<file path="config.mk">
export PLATFORM = sky130hd
export DESIGN_NAME = sample_collector
export DESIGN_NICKNAME = d
export VERILOG_FILES = /design/src/rtl/sample_bus_pkg.sv /design/src/rtl/sample_fifo.sv /design/src/rtl/sample_collector.sv
export SDC_FILE = /design/constraint.sdc
export NUM_CORES = 1
export LEC_CHECK = 0
export ABC_AREA = 1
export ABC_CLOCK_PERIOD_IN_PS = 5030
export CAP_MARGIN = 30
export CORE_MARGIN = 2
export CORE_UTILIZATION = 30
export CTS_BUF_LIST = sky130_fd_sc_hd__clkbuf_4 sky130_fd_sc_hd__clkbuf_8
export CTS_CLUSTER_SIZE = 40
export DETAILED_ROUTE_END_ITERATION = 12
export SETUP_SLACK_MARGIN = 0.4
export SLEW_MARGIN = 10
export SYNTH_ARGS = -nofsm -noshare
export SYNTH_HDL_FRONTEND = slang
export SYNTH_SLANG_ARGS = --single-unit
</file>
<file path="constraint.sdc">
create_clock -name clk -period 5.03 [get_ports clk]
set_input_delay 1.006 -clock clk [delete_from_list [all_inputs] [get_ports clk]]
set_output_delay 1.006 -clock clk [all_outputs]
set_load 0.02 [all_outputs]
</file>
<file path="src/rtl/sample_bus_pkg.sv">
// Shared definitions for the per-pin sample bus: command codes, frame layout,
// collector register map and the collector scan FSM encoding.
package sample_bus_pkg;

  localparam logic [15:0] CMD_START_OUTPUT = 16'd1;
  localparam logic [15:0] CMD_CONST_LOW    = 16'd2;
  localparam logic [15:0] CMD_INPUT_STREAM = 16'd3;
  localparam logic [15:0] CMD_CONST_HIGH   = 16'd4;
  localparam logic [15:0] CMD_RESET        = 16'd5;
  localparam logic [15:0] CMD_FLUSH        = 16'd6;

  // Marker occupies word[15:1]: 12'hABC followed by 3'b111; word[0] is the pin bit.
  localparam logic [14:0] FRAME_MARKER = {12'hABC, 3'b111};
  localparam int FRAME_LSB = 1;
  localparam int FRAME_MSB = 15;
  localparam int CNT_LSB   = 16;
  localparam int CNT_MSB   = 30;

  localparam logic [7:0] REG_CMD     = 8'd0;
  localparam logic [7:0] REG_MASK    = 8'd1;
  localparam logic [7:0] REG_PERIOD  = 8'd2;
  localparam logic [7:0] REG_DATA_LO = 8'd3;
  localparam logic [7:0] REG_DATA_HI = 8'd4;
  localparam logic [7:0] REG_DATA_CH = 8'd5;
  localparam logic [7:0] REG_COUNT   = 8'd6;
  localparam logic [7:0] REG_STATUS  = 8'd7;
  localparam logic [7:0] REG_DROPS   = 8'd8;

  typedef enum logic [5:0] {
    ST_IDLE    = 6'b000001,
    ST_WAIT    = 6'b000010,
    ST_REQ     = 6'b000100,
    ST_SETTLE  = 6'b001000,
    ST_CAPTURE = 6'b010000,
    ST_NEXT    = 6'b100000
  } collector_state_t;

  function automatic logic frame_valid(input logic [31:0] word);
    return word[FRAME_MSB:FRAME_LSB] == FRAME_MARKER;
  endfunction

endpackage

</file>
<file path="src/rtl/sample_fifo.sv">
// Synchronous FIFO with flush; a push into a full FIFO succeeds only when a pop
// happens in the same cycle.
module sample_fifo #(
  parameter int WIDTH = 40,
  parameter int DEPTH = 16
) (
  input  logic                    clk,
  input  logic                    reset,
  input  logic                    push,
  input  logic                    pop,
  input  logic                    flush,
  input  logic [WIDTH-1:0]        din,
  output logic [WIDTH-1:0]        head,
  output logic                    full,
  output logic                    empty,
  output logic [$clog2(DEPTH):0]  count
);
  localparam int AW = $clog2(DEPTH);

  logic [WIDTH-1:0] mem [DEPTH];
  logic [AW-1:0]    wr_ptr;
  logic [AW-1:0]    rd_ptr;
  logic             do_push;
  logic             do_pop;

  // DEPTH is a power of two, so the top count bit alone marks full.
  assign empty   = (count == '0);
  assign full    = count[AW];
  assign head    = mem[rd_ptr];
  assign do_pop  = pop && !empty;
  assign do_push = push && (!full || do_pop);

  always_ff @(posedge clk) begin
    if (!reset || flush) begin
      wr_ptr <= '0;
      rd_ptr <= '0;
      count  <= '0;
    end else begin
      if (do_push) wr_ptr <= wr_ptr + 1'b1;
      if (do_pop)  rd_ptr <= rd_ptr + 1'b1;
      if (do_push && !do_pop)      count <= count + 1'b1;
      else if (do_pop && !do_push) count <= count - 1'b1;
    end
  end

  always_ff @(posedge clk) begin
    if (do_push && !flush) mem[wr_ptr] <= din;
  end

endmodule

</file>
<file path="src/rtl/sample_collector.sv">
// Sample bus initiator: scans masked pin controllers, validates returned frames
// and queues {channel, word} for the host. SAMPLE_COLLECTOR_DEDUP_EN drops repeats.
module sample_collector #(
  parameter logic [7:0] POSITION     = 8'd240,
  parameter int         NUM_CHANNELS = 8,
  parameter logic [7:0] CHANNEL_BASE = 8'd0,
  parameter int         FIFO_DEPTH   = 16
) (
  input  logic        clk,
  input  logic        reset,
  input  logic        enable,
  input  logic [18:0] addr,
  input  logic        data_wr,
  input  logic        data_rd,
  input  logic [15:0] data_in,
  output logic [15:0] data_out,
  output logic        output_sample,
  output logic [7:0]  channel_select,
  input  logic [31:0] sample_data,
  output logic        fifo_nempty
);
  import sample_bus_pkg::*;

  collector_state_t state_q, state_d;
  logic [4:0]  idx_q, idx_d;
  logic [15:0] wait_q, wait_d;
  logic [15:0] mask_q, period_q, drops_q;
  logic        overflow_q;
  logic [7:0]  ch_sel_q;

  logic        blk_hit, wr_hit, rd_hit, addr_unused;
  logic        cmd_start, cmd_stop, cmd_flush;
  logic        cap_valid, cap_bad, dup, push_req, drop_full;
  logic        hit_found;
  logic [4:0]  hit_idx;
  logic [15:0] rd_val;

  logic                         fifo_push, fifo_pop, fifo_full, fifo_empty;
  logic [39:0]                  fifo_head;
  logic [$clog2(FIFO_DEPTH):0]  fifo_count;

  // Host access: a strobe with enable and a matching block is one access per cycle;
  // reads return data on the following cycle, writes take effect on the same edge.
  assign blk_hit     = enable && (addr[15:8] == POSITION);
  assign wr_hit      = blk_hit && data_wr;
  assign rd_hit      = blk_hit && data_rd;
  assign addr_unused = ^addr[18:16];
  assign cmd_start   = wr_hit && (addr[7:0] == REG_CMD) && (data_in == CMD_START_OUTPUT);
  assign cmd_stop    = wr_hit && (addr[7:0] == REG_CMD) && (data_in == CMD_RESET);
  assign cmd_flush   = wr_hit && (addr[7:0] == REG_CMD) && (data_in == CMD_FLUSH);

  // Lowest enabled scan index at or above the current one.
  always_comb begin
    hit_found = 1'b0;
    hit_idx   = '0;
    for (int i = NUM_CHANNELS - 1; i >= 0; i--) begin
      if (mask_q[i] && (5'(i) >= idx_q)) begin
        hit_found = 1'b1;
        hit_idx   = 5'(i);
      end
    end
  end

  always_comb begin
    state_d   = state_q;
    idx_d     = idx_q;
    wait_d    = wait_q;
    cap_valid = 1'b0;
    cap_bad   = 1'b0;
    case (state_q)
      ST_IDLE: begin
        if (cmd_start) begin
          state_d = ST_WAIT;
          wait_d  = period_q;
        end
      end
      ST_WAIT: begin
        if (wait_q == '0) begin
          state_d = ST_NEXT;
          idx_d   = '0;
        end else begin
          wait_d = wait_q - 16'd1;
        end
      end
      ST_NEXT: begin
        if (hit_found) begin
          state_d = ST_REQ;
          idx_d   = hit_idx;
        end else begin
          state_d = ST_WAIT;
          wait_d  = period_q;
        end
      end
      ST_REQ:    state_d = ST_SETTLE;
      ST_SETTLE: state_d = ST_CAPTURE;
      ST_CAPTURE: begin
        cap_valid = frame_valid(sample_data);
        cap_bad   = !frame_valid(sample_data);
        idx_d     = idx_q + 5'd1;
        state_d   = ST_NEXT;
      end
      default: state_d = ST_IDLE;
    endcase
    if (cmd_stop && (state_q != ST_IDLE)) begin
      state_d   = ST_IDLE;
      cap_valid = 1'b0;
      cap_bad   = 1'b0;
    end
  end

`ifdef SAMPLE_COLLECTOR_DEDUP_EN
  logic [14:0] last_cnt_q [16];

  assign dup = (last_cnt_q[idx_q[3:0]] == sample_data[CNT_MSB:CNT_LSB]);

  always_ff @(posedge clk) begin
    if (!reset || cmd_start) begin
      for (int i = 0; i < 16; i++) last_cnt_q[i] <= '0;
    end else if (cap_valid) begin
      last_cnt_q[idx_q[3:0]] <= sample_data[CNT_MSB:CNT_LSB];
    end
  end
`else
  assign dup = 1'b0;
`endif

  assign push_req  = cap_valid && !dup;
  assign fifo_pop  = rd_hit && (addr[7:0] == REG_DATA_HI) && !fifo_empty;
  assign fifo_push = push_req && (!fifo_full || fifo_pop);
  assign drop_full = push_req && fifo_full && !fifo_pop;

  sample_fifo #(
    .WIDTH (40),
    .DEPTH (FIFO_DEPTH)
  ) u_fifo (
    .clk   (clk),
    .reset (reset),
    .push  (fifo_push),
    .pop   (fifo_pop),
    .flush (cmd_flush),
    .din   ({ch_sel_q, sample_data}),
    .head  (fifo_head),
    .full  (fifo_full),
    .empty (fifo_empty),
    .count (fifo_count)
  );

  always_ff @(posedge clk) begin
    if (!reset) begin
      state_q    <= ST_IDLE;
      idx_q      <= '0;
      wait_q     <= '0;
      ch_sel_q   <= '0;
      mask_q     <= '0;
      period_q   <= '0;
      overflow_q <= 1'b0;
      drops_q    <= '0;
    end else begin
      state_q <= state_d;
      idx_q   <= idx_d;
      wait_q  <= wait_d;
      if (state_d == ST_REQ) ch_sel_q <= CHANNEL_BASE + 8'(idx_d);
      if (wr_hit && (addr[7:0] == REG_MASK))   mask_q   <= data_in;
      if (wr_hit && (addr[7:0] == REG_PERIOD)) period_q <= data_in;
      if (cmd_flush) begin
        overflow_q <= 1'b0;
        drops_q    <= '0;
      end else begin
        if (drop_full) overflow_q <= 1'b1;
        if ((drop_full || cap_bad) && (drops_q != 16'hFFFF)) drops_q <= drops_q + 16'd1;
      end
    end
  end

  always_comb begin
    rd_val = '0;
    case (addr[7:0])
      REG_MASK:    rd_val = mask_q;
      REG_PERIOD:  rd_val = period_q;
      REG_DATA_LO: rd_val = fifo_empty ? 16'h0 : fifo_head[15:0];
      REG_DATA_HI: rd_val = fifo_empty ? 16'h0 : fifo_head[31:16];
      REG_DATA_CH: rd_val = fifo_empty ? 16'h0 : {8'h0, fifo_head[39:32]};
      REG_COUNT:   rd_val = 16'(fifo_count);
      REG_STATUS:  rd_val = {13'b0, overflow_q, (state_q != ST_IDLE), !fifo_empty};
      REG_DROPS:   rd_val = drops_q;
      default:     rd_val = '0;
    endcase
  end

  always_ff @(posedge clk) begin
    if (!reset)      data_out <= '0;
    else if (rd_hit) data_out <= rd_val;
    else             data_out <= '0;
  end

  assign output_sample  = (state_q == ST_REQ);
  assign channel_select = ch_sel_q;
  assign fifo_nempty    = !fifo_empty;

endmodule

</file>
# Yosys cells after proc, flatten, opt, wreduce, memory -nomap -nowiden
# Memory sizes are Yosys's and may differ from the RTL's. A register that Yosys moved wholly into a read port is not among the register bits.
# Cells that the tools add are included.
dict set report op_classes {
  n_lt_le_gt_ge 8
  n_eq_ne 25
  reduce_logical 49
  mux 42
  bitwise_logic 1
  addsub 7
}
# operator count
set op_table {}
lappend op_table {{16-bit case mux with 8 select lines} 1}
lappend op_table {{16-bit two-way mux} 5}
lappend op_table {{5-bit two-way mux} 10}
lappend op_table {{16-bit case mux with 3 select lines} 1}
lappend op_table {{6-bit case mux with 6 select lines} 1}
lappend op_table {{16-bit by 3-bit == test with 1-bit output (second input constant)} 2}
lappend op_table {{8-bit by 3-bit == test with 1-bit output (second input constant)} 4}
lappend op_table {{1-bit logical AND} 29}
lappend op_table {{3-bit by 5-bit greater-or-equal comparator with 1-bit output (first input constant)} 4}
lappend op_table {{6-bit two-way mux} 3}
lappend op_table {{16-bit by 1-bit adder with 16-bit output (second input constant)} 1}
lappend op_table {{16-bit by 1-bit == test with 1-bit output (second input constant)} 1}
lappend op_table {{8-bit by 2-bit == test with 1-bit output (second input constant)} 2}
lappend op_table {{16-bit zero test} 1}
lappend op_table {{16-bit != test (second input constant)} 1}
lappend op_table {{16-bit by 1-bit subtractor with 16-bit output (second input constant)} 1}
lappend op_table {{15-bit == test (second input constant)} 1}
lappend op_table {{5-bit case mux with 3 select lines} 1}
lappend op_table {{1-bit two-way mux} 14}
lappend op_table {{6-bit by 3-bit == test with 1-bit output (second input constant)} 2}
lappend op_table {{5-bit by 1-bit adder with 5-bit output (second input constant)} 2}
lappend op_table {{1-bit by 5-bit greater-or-equal comparator with 1-bit output (first input constant)} 2}
lappend op_table {{2-bit by 5-bit greater-or-equal comparator with 1-bit output (first input constant)} 2}
lappend op_table {{3-bit two-way mux} 3}
lappend op_table {{24 further kinds} 38}
dict set report totals {
  memories 1
  register_bits 110
  out_inout_bits 26
  mem_bits_rw 592
  inputBits 72
  word_cells 145
}
# memory depth word_bits read_ports rd_ports_with_merged_regs wr line
set memory_table {}
lappend memory_table {u_fifo.mem 16 37 1 1 1 sample_fifo.sv:20} ;# logic [WIDTH-1:0] mem [DEPTH];

# Longest topological paths before layout
# Gate-level depths: netlist (run 1).
dict set report logic_depth {
  word_depth 14
  depth_mapped 19
  mapped_depth_nobuf 19
}

# By module
# From an unflattened synthesis (run 1), not the netlist that was laid out.
dict set report hier_totals {
  hier_cells 3600
  area_unflattened_um2 34401.7
}
# module seq_area_each_um2 area_each_um2 cells_per_inst instances
set by_module_without_submodules {}
lappend by_module_without_submodules {sample_fifo 19558.8 28349.7 2721 1}
lappend by_module_without_submodules {sample_collector 1941.9 6052.1 879 1}

# Worst setup path before layout (run 1)
# Ideal clock, no wire load.
dict set report synth_timing {
  path_kind {input to register}
  from {input addr[10]}
  to {memory u_fifo.mem[10][0] in the netlist's numbering (enable)}
  required_time_ns 4.599
  setup_slack_ns 0.920
  t_arrival_ns 3.679
  n_path_buf 0
  cell_stages 11
  setup_time_ns 0.431
  path_cell_list {inv_1 nand2_1 nor2_2 nand3_1 nor2_2 nand2_4 nand2_4 nand2_8 nor2_8 nand2_1 nor2_1}
}
dict set report synth_between {
  elab_chain_len 12
  elab_cells_between_ends 20
  classes_between {eq/ne (1); mux (3); reduce/logical (16)}
}
# item line
set synth_lines {}
lappend synth_lines {{start: declaration} sample_collector.sv:12} ;# input logic [18:0] addr,
lappend synth_lines {{8-bit == test *} sample_collector.sv:44} ;# assign blk_hit = enable && (addr[15:8] == POSITION);
lappend synth_lines {{1-bit logical AND *} sample_collector.sv:44}
lappend synth_lines {{1-bit logical AND} sample_collector.sv:45} ;# assign wr_hit = blk_hit && data_wr;
lappend synth_lines {{1-bit logical AND (2 in series)} sample_collector.sv:49} ;# assign cmd_stop = wr_hit && (addr[7:0] == REG_CMD) && (data_in == CMD_RESET);
lappend synth_lines {{1-bit logical AND} sample_collector.sv:104} ;# if (cmd_stop && (state_q != ST_IDLE)) begin
lappend synth_lines {{1-bit two-way mux} sample_collector.sv:104}
lappend synth_lines {{1-bit logical AND} sample_collector.sv:129} ;# assign fifo_push = push_req && (!fifo_full || fifo_pop);
lappend synth_lines {{1-bit logical AND *} sample_fifo.sv:31} ;# assign do_push = push && (!full || do_pop);
lappend synth_lines {{net u_fifo.do_push} sample_fifo.sv:23} ;# logic do_push;
lappend synth_lines {{1-bit logical AND *} sample_fifo.sv:47} ;# if (do_push && !flush) mem[wr_ptr] <= din;
lappend synth_lines {{1-bit two-way mux *} sample_fifo.sv:47}
lappend synth_lines {{1-bit two-way mux (not written as such) *} sample_fifo.sv:47}
lappend synth_lines {{end: declaration} sample_fifo.sv:20}
# Mark *: on every way through the listed nets, which the timed path passes. The rest lies on a longest branch.

# Worst setup path after layout (run 1)
dict set report layout_timing {
  from {input sample_data[14]}
  to {register u_fifo.count[4]}
}
dict set report layout_between {
  elab_chain_len 8
  elab_cells_between_ends 10
  classes_between {eq/ne (1); mux (3); reduce/logical (6)}
}
# item line
set layout_lines {}
lappend layout_lines {{start: declaration} sample_collector.sv:19} ;# input logic [31:0] sample_data,
lappend layout_lines {{15-bit == test *} sample_bus_pkg.sv:39} ;# return word[FRAME_MSB:FRAME_LSB] == FRAME_MARKER;
lappend layout_lines {{1-bit two-way mux *} sample_collector.sv:70} ;# case (state_q)
lappend layout_lines {{1-bit two-way mux *} sample_collector.sv:104}
lappend layout_lines {{1-bit logical AND *} sample_collector.sv:129}
lappend layout_lines {{1-bit logical AND *} sample_fifo.sv:31}
lappend layout_lines {{net u_fifo.do_push} sample_fifo.sv:23}
lappend layout_lines {{1-bit zero test} sample_fifo.sv:42} ;# else if (do_pop && !do_push) count <= count - 1'b1;
lappend layout_lines {{1-bit logical AND} sample_fifo.sv:42}
lappend layout_lines {{2-bit nonzero test (no line)} -}
lappend layout_lines {{end signal: assignment} sample_fifo.sv:41} ;# if (do_push && !do_pop) count <= count + 1'b1;
lappend layout_lines {{end signal: assignment} sample_fifo.sv:42}
lappend layout_lines {{end: declaration} sample_fifo.sv:16} ;# output logic [$clog2(DEPTH):0] count
# Marks and branches as above.
# A chain may end at the register's enable or synchronous reset.

==> results of run 1 <==
metrics by stage:
stage	power, mW	hold slack (ps)	utilization, %	std cells
after CTS	11.5	468	35.0	4284
after floorplan	6.48	437	-	2781
final	11.4	467	35.0	4286
after global placement	6.61	452	32.7	4083
after detailed placement	6.62	460	32.7	4084
after global routing	11.8	497	35.0	4286
cell usage after synthesis (7+ instances only):
cell type	count
nor3_1	21
dfxtp_1	114
ha_1	14
o221ai_1	17
o21ai_1	14
nand3_1	209
nand2_1	271
edfxtp_1	592
buf_1	17
nor2_1	547
inv_2	9
o22ai_1	10
nor2_2	7
nand2_2	14
o21ai_0	327
a21oi_2	9
nand4_1	34
clkbuf_1	68
buf_4	21
a21oi_1	71
nor2_4	7
buf_2	39
inv_1	170
xor2_1	22
o211ai_1	106
metal layers:
| layer | GRT usage [%] | vias to the layer above |
|---|---|---|
| met5 | 0 | - |
| met4 | 5.56 | 6 |
| met3 | 2.66 | 118 |
| met2 | 25.9 | 639 |
| met1 | 20.4 | 10250 |
| li1 | - | 10020 |
worst max-delay path: cells and delay by family:
family                     cells  cell delay (ps)
and+or+nand+nor                8             1110
buffers and inverters          3              970
adders and majority gates      2              630
AOI/OAI and AO/OA              3              440
xor gates and xnor gates       1              130
logic make-up after synthesis:
kind of cell,count (synthesis),share of synthesized area (%)
XOR/XNOR,22,0.641
buffers and inverters,334,4.77
other,1,0.0125
multiplexers,2,0.0666
flip-flops,706,66.8
AND/OR/NAND/NOR,1134,16.3
AO/OA/AOI/OAI,565,10.8
adder cells (fa/ha/maj),15,0.650
worst min-delay path by stage:
stage                                    end                     start  cells past startpoint
global route        drops_q[14]$_SDFFE_PP0P_  drops_q[14]$_SDFFE_PP0P_                      2
floorplan            overflow_q$_SDFFE_PP0P_   overflow_q$_SDFFE_PP0P_                      2
CTS                 drops_q[15]$_SDFFE_PP0P_  drops_q[15]$_SDFFE_PP0P_                      2
finish              drops_q[15]$_SDFFE_PP0P_  drops_q[15]$_SDFFE_PP0P_                      2
global placement    drops_q[15]$_SDFFE_PP0P_  drops_q[15]$_SDFFE_PP0P_                      2
detailed placement  drops_q[15]$_SDFFE_PP0P_  drops_q[15]$_SDFFE_PP0P_                      2
layout make-up:
cell class / count / area, um^2
clock inverters: 47 / 383
repair buffers: 158 / 1570
inverters: 182 / 697
diodes: 1 / 2.50
multi-input cells: 1741 / 8670
fillers: 9676 / 64800
well taps: 1298 / 1620
flip-flops and latches: 706 / 20100
clock buffers: 153 / 1880
power by group through the flow:
stage | registers, mW | logic (mW) | clock network (mW)
floorplan | 6.44 | 0.0348 | 0
global placement | 6.44 | 0.174 | 0
detailed placement | 6.44 | 0.176 | 0
CTS | 6.32 | 0.177 | 5.05
global route | 6.31 | 0.190 | 5.30
finish | 6.32 | 0.176 | 4.96
flip-flops by register name, indices dropped and copies added, names as in the netlist, named ones only:
register	count
period_q	16
drops_q	16
u_fifo.mem	592
u_fifo.rd_ptr	4
mask_q	16
u_fifo.wr_ptr	4
u_fifo.count	5
data_out	16
idx_q	5
channel_select	5
wait_q	16
overflow_q	1
state_q	6
==> results_dict.tcl, run 1 <==
set metrics [dict create \
    dieArea_um2 103000 \
    start_kind "primary input" \
    layout_commonest_cell "edfxtp_1" \
    io_pins 98 \
    drt-initial-drc-count 1802 \
    grt_pass1_vias 20108 \
    cts.sinks 706 \
    min_path_type "reg -> reg" \
    start_util_pct 30.1 \
    core.rowCount 116 \
    cp.required_ps 5610 \
    critical_path.slowest_cell "clkdlybuf4s50_1" \
    ys.flop_type "edfxtp_1" \
    grt_max_degree 203 \
    cp-endpoint "u_fifo.count[4]$_SDFFE_PP0P_" \
    syn_to_final_growth_pct 16.2 \
    endpoint_kind "register" \
    cp_common_cell "nand2_1" \
    route.met3.wl_mm 5.12 \
    cellPowerDensity_nw_per_um2 328 \
    worstSkewPairLatency_ps 770 \
    fmax_mhz 269 \
    die_x_um 320 \
    drt-met1-wl_mm 35.0 \
    dpl_cell_area_um2 32600 \
    relSlewSlack_pct 34.8 \
    dr.pass1.iters 5 \
    nets 2987 \
    skew_ps 65.2 \
    grt_util_all_layers_pct 15.6 \
    vias_per_cell 4.91 \
    synth_area_leaders "edfxtp_1, dfxtp_1, nor2_1" \
    cp_max_fo 18 \
    syn_area_um2 30000 \
    synth-edff-count 592 \
    rr_worst_depth 15 \
    cts_made_buffers 111 \
    rrSetupSlack_ps 1770 \
    worstPathCellList "clkdlybuf4s50_1 > nand3b_1 > nor2_1 > nand2_1 > inv_1 > nand2_8 > nor2_8 > ha_1 > inv_1 > fa_1 > nand2_1 > nand2_1 > a21oi_1 > o21ai_0 > a21o_1 > xor2_1 > nor2_1" \
    cp.arrival_ps 4290 \
    drtAntennaViolNets 0 \
    synth.avg_cell_area_um2 10.8 \
    antenna_found_initial 5 \
    setup_viol 0 \
    p_int_mw 9.06 \
    final.min_clock_period_ps 3710 \
    layout_common_cells "edfxtp_1, nor2_1, o21ai_0" \
    switching_share_pct 20.9 \
    htreeDepth 3 \
    peakVddDrop_v 0.000170 \
    core-area_um2 99700 \
    vias 21033 \
    pwr-share-comb_pct 1.5 \
    wirelength_mm 81.6 \
    outcome "complete, no violations" \
    async_reset_ff_share_pct 0 \
    slew_violations 0 \
    power_frac_clock_pct 43.3 \
    seq_area_frac_synth_pct 66.8 \
    p_seq_share_pct 55.2 \
    fin_tns_setup_ps 0 \
    grt_setup_unrepaired "false" \
    synth_largest_area_cell "edfxtp_1" \
    post_cts_resized 0 \
    critPathKind "in -> reg" \
    port_buffers 91 \
    dr_wl_met2_mm 39.5 \
    yosysTopAreaCellShare_pct 59.2 \
    finalCritPeriodShare_pct 73.8 \
    root_buffer "clkbuf_8" \
    grt.overflow.total 0 \
    cap_viol_max_count 0 \
    ys.warnings.count 0 \
    tightest_slew_ps 978 \
    stdcell_area_um2 34900 \
    fin_ws_ps 1320 \
    r2r_start "state_q[3]$_SDFF_PN0_" \
    gp_congestion 0.837 \
    post_cts_buffers 0 \
    synth.distinct_cells 49 \
    post-route-drc-count 0 \
    grt_pass1_wl_mm 122 \
    clk_pin_slew_ps 60 \
    hold_violations 0 \
    hold_buffers 0 \
    top_layer_used "met5" \
    die_h_um 320 \
    synthCells 2779 \
    switchingPower_mw 2.39 \
    ys_ff_latch 706 \
    cts_tree "built" \
    worst_r2r_endpoint "u_fifo.count[4]$_SDFFE_PP0P_" \
    p_leak_nw 11.9 \
    wire_per_inst_um 19.0 \
    max_stage_delay_ps 660 \
    crit_start "sample_data[14]" \
    drive_above_1_share_pct 11.0 \
    clk_path_buf_depth 3 \
    dpl_worst_slack_ps 663 \
    dp_hpwl_mm 48.3 \
]
No activity file was read; power rests on OpenSTA's default activity.
==> run 2: changes to the inputs <==
Settings changed: ABC_CLOCK_PERIOD_IN_PS 5030 to 3620.
Clock period 5.03 ns to 3.62 ns, I/O delays scaled along.
==> run 2 against run 1 <==
  * Clock-buffer cell count did not move
  * Worst hold slack got worse by 3.2 ps
  * Largest power group unchanged
  * Worst setup slack got worse by 720 ps
  * Sequential share of layout area fell by 1.2 points
  * Clock skew fell by 16 ps
  * Core utilization rose by 0.76 points
  * Wire length rose by 1.7%
  * Non-clock buffer count rose by 64
==> results_dict.tcl, run 2 (synthesized netlist as in run 1, its figures left out) <==
set metrics [dict create \
    multi_input_area_um2 8670 \
    post-route-drc-count 0 \
    clk_path_buf_depth 3 \
    skew_ps 49.1 \
    cellPowerDensity_nw_per_um2 446 \
    worstSkewPairLatency_ps 730 \
    vias 21250 \
    grt.overflow.total 0 \
    p_leak_nw 12.3 \
    die_h_um 320 \
    start_kind "register" \
    top_register "u_fifo.mem" \
    top_usage_layer "met2" \
    io_pins 98 \
    fin_tns_setup_ps 0 \
    final.min_clock_period_ps 3020 \
    cts_made_buffers 110 \
    grt_pass1_vias 20559 \
    core-area_um2 99700 \
    nets 3050 \
    vias_per_cell 4.89 \
    dpl_cell_area_um2 33400 \
    grt_pass1_wl_mm 126 \
    met2_usage_pct 26.1 \
    stdcell_area_um2 35700 \
    fillers 9783 \
    setup_viol 0 \
    layout_commonest_cell "edfxtp_1" \
    cp.required_ps 2900 \
    seqCellArea_um2 20100 \
    outcome "complete, no violations" \
    grt_max_degree 178 \
    finalCritPeriodShare_pct 83.3 \
    critPathKind "reg -> out" \
    met1_usage_pct 21.0 \
    dp_hpwl_mm 50.3 \
    fin_ws_ps 603 \
    total_power_mw 15.9 \
    port_buffers 91 \
    gp_congestion 0.871 \
    peakVddDrop_v 0.000258 \
    post_cts_buffers 0 \
    grt_setup_unrepaired "false" \
    endpoint_kind "output port" \
    largest_reg_flops 592 \
    core.rowCount 116 \
    cap_viol_max_count 0 \
    cts.sinks 706 \
    drtAntennaViolNets 0 \
    start_util_pct 30.1 \
    fmax_mhz 331 \
    gr-usage-met3_pct 2.94 \
    syn_to_final_growth_pct 18.7 \
    tightest_slew_ps 804 \
    min_path_type "reg -> reg" \
    dr.pass1.iters 6 \
    cp_max_fo 16 \
    layout_common_cells "edfxtp_1, nor2_1, o21ai_0" \
    post-route-util_pct 35.8 \
    drive_above_1_share_pct 12.8 \
    htreeDepth 3 \
    antenna_found_initial 3 \
    hold_violations 0 \
    dpl_worst_slack_ps -18.2 \
    relSlewSlack_pct 46.4 \
    clk_pin_slew_ps 70 \
    post_cts_resized 2 \
    dieArea_um2 103000 \
    cp.arrival_ps 2290 \
    die_x_um 320 \
    hold_buffers 0 \
    grt_util_all_layers_pct 15.9 \
    wire_per_inst_um 19.1 \
    slew_violations 0 \
    cts_tree "built" \
    drt-initial-drc-count 1979 \
    wirelength_mm 83.0 \
    root_buffer "clkbuf_8" \
]
-- run 2: changes by cell type in the layout (fill, tap and decap cells not counted), moves of 3 or more --
cell        before  now
clkinv_2        15    9
buf_12          11   37
buf_4           55   94
clkinv_8         3    0
clkinvlp_4       2    5
-- run 2: per-stage QoR --
stage                     hold slack, ps  std cells
after floorplan                      437       2781
after global placement               450       4149
after detailed placement             461       4149
after CTS                            470       4344
after global routing                 496       4345
final                                464       4345
-- run 2: layout make-up --
cell class              instances  area share, %
flip-flops and latches        706           56.3
multi-input cells            1741           24.3
repair buffers                222           6.61
clock buffers                 153           5.26
well taps                    1298           4.55
inverters                     182           1.95
clock inverters                42           1.02
diodes                          1        0.00702
-- run 2: report_power, final --
part / internal, mW / switching (mW)
Sequential: 8.78 / 0.00000217
Clock: 3.76 / 3.10
Combinational: 0.102 / 0.165
Total: 12.6 / 3.26
-- run 2: critical path: stages (launching register included) --
cell and delay [ps]:
dfxtp_1 370, inv_2 70, nand2_1 60, nor3_2 390
inv_2 240, dlygate4sd2_1 420
-- run 2: worst paths after layout --
kind	cells past startpoint	from	slack, ps	to
max reg2reg	15	state_q[2]$_SDFF_PN0_	670	u_fifo.count[4]$_SDFFE_PP0P_
min	2	drops_q[15]$_SDFFE_PP0P_	460	drops_q[15]$_SDFFE_PP0P_
min reg2reg	2	drops_q[15]$_SDFFE_PP0P_	460	drops_q[15]$_SDFFE_PP0P_
max	5	u_fifo.count[0]$_SDFFE_PP0P_	600	fifo_nempty
-- run 2: metal layers --
layer	part of all wire (%)	wire [um]
met1	43	36000
met3	6.5	5400
met5	0	0
met2	47	39000
met4	3.1	2570
==> run 3: changes to the inputs <==
Settings changed: ABC_CLOCK_PERIOD_IN_PS 3620 to 2600.
Clock period 3.62 ns to 2.6 ns, I/O delays scaled along.
==> run 3 against run 2 <==
  * Core utilization grew 4.1 points
  * Global-route usage rose by 0.84 points
  * Sequential power grew 39%
  * Combinational power is 62% higher
  * Via count grew 9.2%
  * Largest cell class unchanged
  * Clock skew increased by 20 ps
  * Clock power rose by 46%
  * Critical path depth rose by 11
  * First-iteration DRC count rose by 21%
  * Worst hold slack worse by 200 ps
==> results_dict.tcl, run 3 (synthesized netlist as in run 1, its figures left out) <==
set metrics [dict create \
    outcome "complete, no violations" \
    worst_r2r_endpoint "wait_q[12]$_SDFFE_PN0P_" \
    cp_max_fo 5 \
    gp_congestion 0.844 \
    relSlewSlack_pct 50.3 \
    grt_pass1_wl_mm 132 \
    hold_violations 0 \
    top_register "u_fifo.mem" \
    nets 3276 \
    holdPathEnd "period_q[12]$_SDFFE_PN0P_" \
    start_util_pct 30.1 \
    hold_start "data_in[12]" \
    wirelength_mm 100 \
    fmax_mhz 425 \
    vias_per_cell 5.06 \
    cts.sinks 706 \
    critPathKind "reg -> reg" \
    max_stage_delay_ps 370 \
    total_power_mw 22.7 \
    port_buffers 91 \
    clk_path_buf_depth 3 \
    clk_pin_slew_ps 60 \
    peakVddDrop_v 0.000402 \
    grt_setup_unrepaired "true" \
    cp_common_cell "buf_4" \
    rr_worst_depth 16 \
    final.min_clock_period_ps 2350 \
    cap_viol_max_count 0 \
    cp.arrival_ps 2950 \
    root_buffer "clkbuf_8" \
    grt_max_degree 95 \
    worstSkewPairLatency_ps 780 \
    vias 23196 \
    dieArea_um2 103000 \
    io_pins 98 \
    rrSetupSlack_ps 250 \
    final_cells 4584 \
    skew_ps 69.4 \
    die_x_um 320 \
    drive_above_1_share_pct 22.3 \
    die_h_um 320 \
    syn_to_final_growth_pct 32.4 \
    start_kind "register" \
    setup_viol 0 \
    htreeDepth 3 \
    min_path_cells 4 \
    cellPowerDensity_nw_per_um2 570 \
    endpoint_kind "register" \
    grt.overflow.total 0 \
    antenna_found_initial 1 \
    wire_per_inst_um 21.9 \
    post-route-drc-count 0 \
    cts_tree "built" \
    slew_violations 0 \
    cp.required_ps 3200 \
    cts_made_buffers 113 \
    critical_path.slowest_cell "dfxtp_4" \
    layout_commonest_cell "edfxtp_1" \
    dp_cells 4233 \
    grt_pass1_vias 21397 \
    r2r_start "state_q[1]$_SDFF_PN0_" \
    layout_common_cells "edfxtp_1, nor2_1, o21ai_0" \
    tightest_slew_ps 739 \
    min_path_type "in -> reg" \
    drtAntennaViolNets 0 \
    dp_hpwl_mm 54.3 \
    finalCritPeriodShare_pct 90.4 \
    core-area_um2 99700 \
    dr.pass1.iters 6 \
    core.rowCount 116 \
    p_leak_nw 14.4 \
    largest_reg_flops 592 \
    drt-initial-drc-count 2398 \
    grt_util_all_layers_pct 16.8 \
    worstPathCellList "inv_2 > nand4_1 > inv_2 > buf_4 > buf_4 > buf_4 > buf_4 > buf_4 > buf_4 > buf_4 > buf_6 > nand3_4 > nand3_4 > clkbuf_16 > o21ai_2 > a21oi_1" \
]
==> run 3: routing by layer <==
metal  part of all wire, %  track usage, %
met4                   3.3            5.59
met3                   7.9            2.56
met1                    41            22.4
met5                     0               0
met2                    47            27.8
==> run 3: worst max path at each step <==
stage	from	end	slack, ps	cells after the start
after floorplan	addr[5]	u_fifo.count[4]$_SDFFE_PP0P_	-230	19
after global placement	sample_data[1]	u_fifo.count[4]$_SDFFE_PP0P_	-880	18
after detailed placement	sample_data[1]	u_fifo.count[4]$_SDFFE_PP0P_	-840	18
after CTS	state_q[2]$_SDFF_PN0_	u_fifo.count[4]$_SDFFE_PP0P_	260	17
after global routing	state_q[1]$_SDFF_PN0_	wait_q[7]$_SDFFE_PN0P_	120	17
final	state_q[1]$_SDFF_PN0_	wait_q[12]$_SDFFE_PN0P_	250	16
==> run 3: metrics by stage <==
stage | utilization (%) | hold slack, ps | cell area [um^2] | setup WS (ps) | setup TNS (ps)
after detailed placement | 34.5 | 459 | 34400 | -836 | -359200
after global routing | 39.9 | 264 | 39800 | 124 | 0
final | 39.9 | 261 | 39800 | 250 | 0
after CTS | 37.2 | 282 | 37100 | 259 | 0
after global placement | 34.5 | 454 | 34400 | -880 | -366220
after floorplan | - | 437 | 30200 | -232 | -103330
==> run 3: power by group <==
part	leakage, nW	internal [mW]	switching, mW
clock network	1.24	5.37	4.64
logic	6.71	0.169	0.264
registers	6.46	12.2	0.00000283
total	14.4	17.8	4.90
==> run 3: critical path, delay by kind of cell, from the launching register on <==
| kind | cells | cell delay (ps) |
|---|---|---|
| flip-flops | 1 | 370 |
| buffers and inverters | 11 | 1310 |
| AND/OR/NAND/NOR | 3 | 380 |
| AO/OA/AOI/OAI | 2 | 150 |
==> run 3: area by class of cell <==
class                   count  area, um^2
well taps                1298        1620
clock inverters            54         423
multi-input cells        1741        9070
repair buffers            442        5850
clock buffers             156        1940
fillers                  9266       59900
repair inverters            3        38.8
inverters                 182         734
flip-flops and latches    706       20100
diodes                      2        5.00
==> run 3: repair_timing <==
item / CTS / global route
setup buffers: 22 / 39
gates resized for setup: 96 / 187
pin swaps: 30 / 56
cloned: 3 / 75
endpoints found under the setup margin: 634 / 635
hold buffers: 0 / 0
hold endpoints to repair: 0 / 0
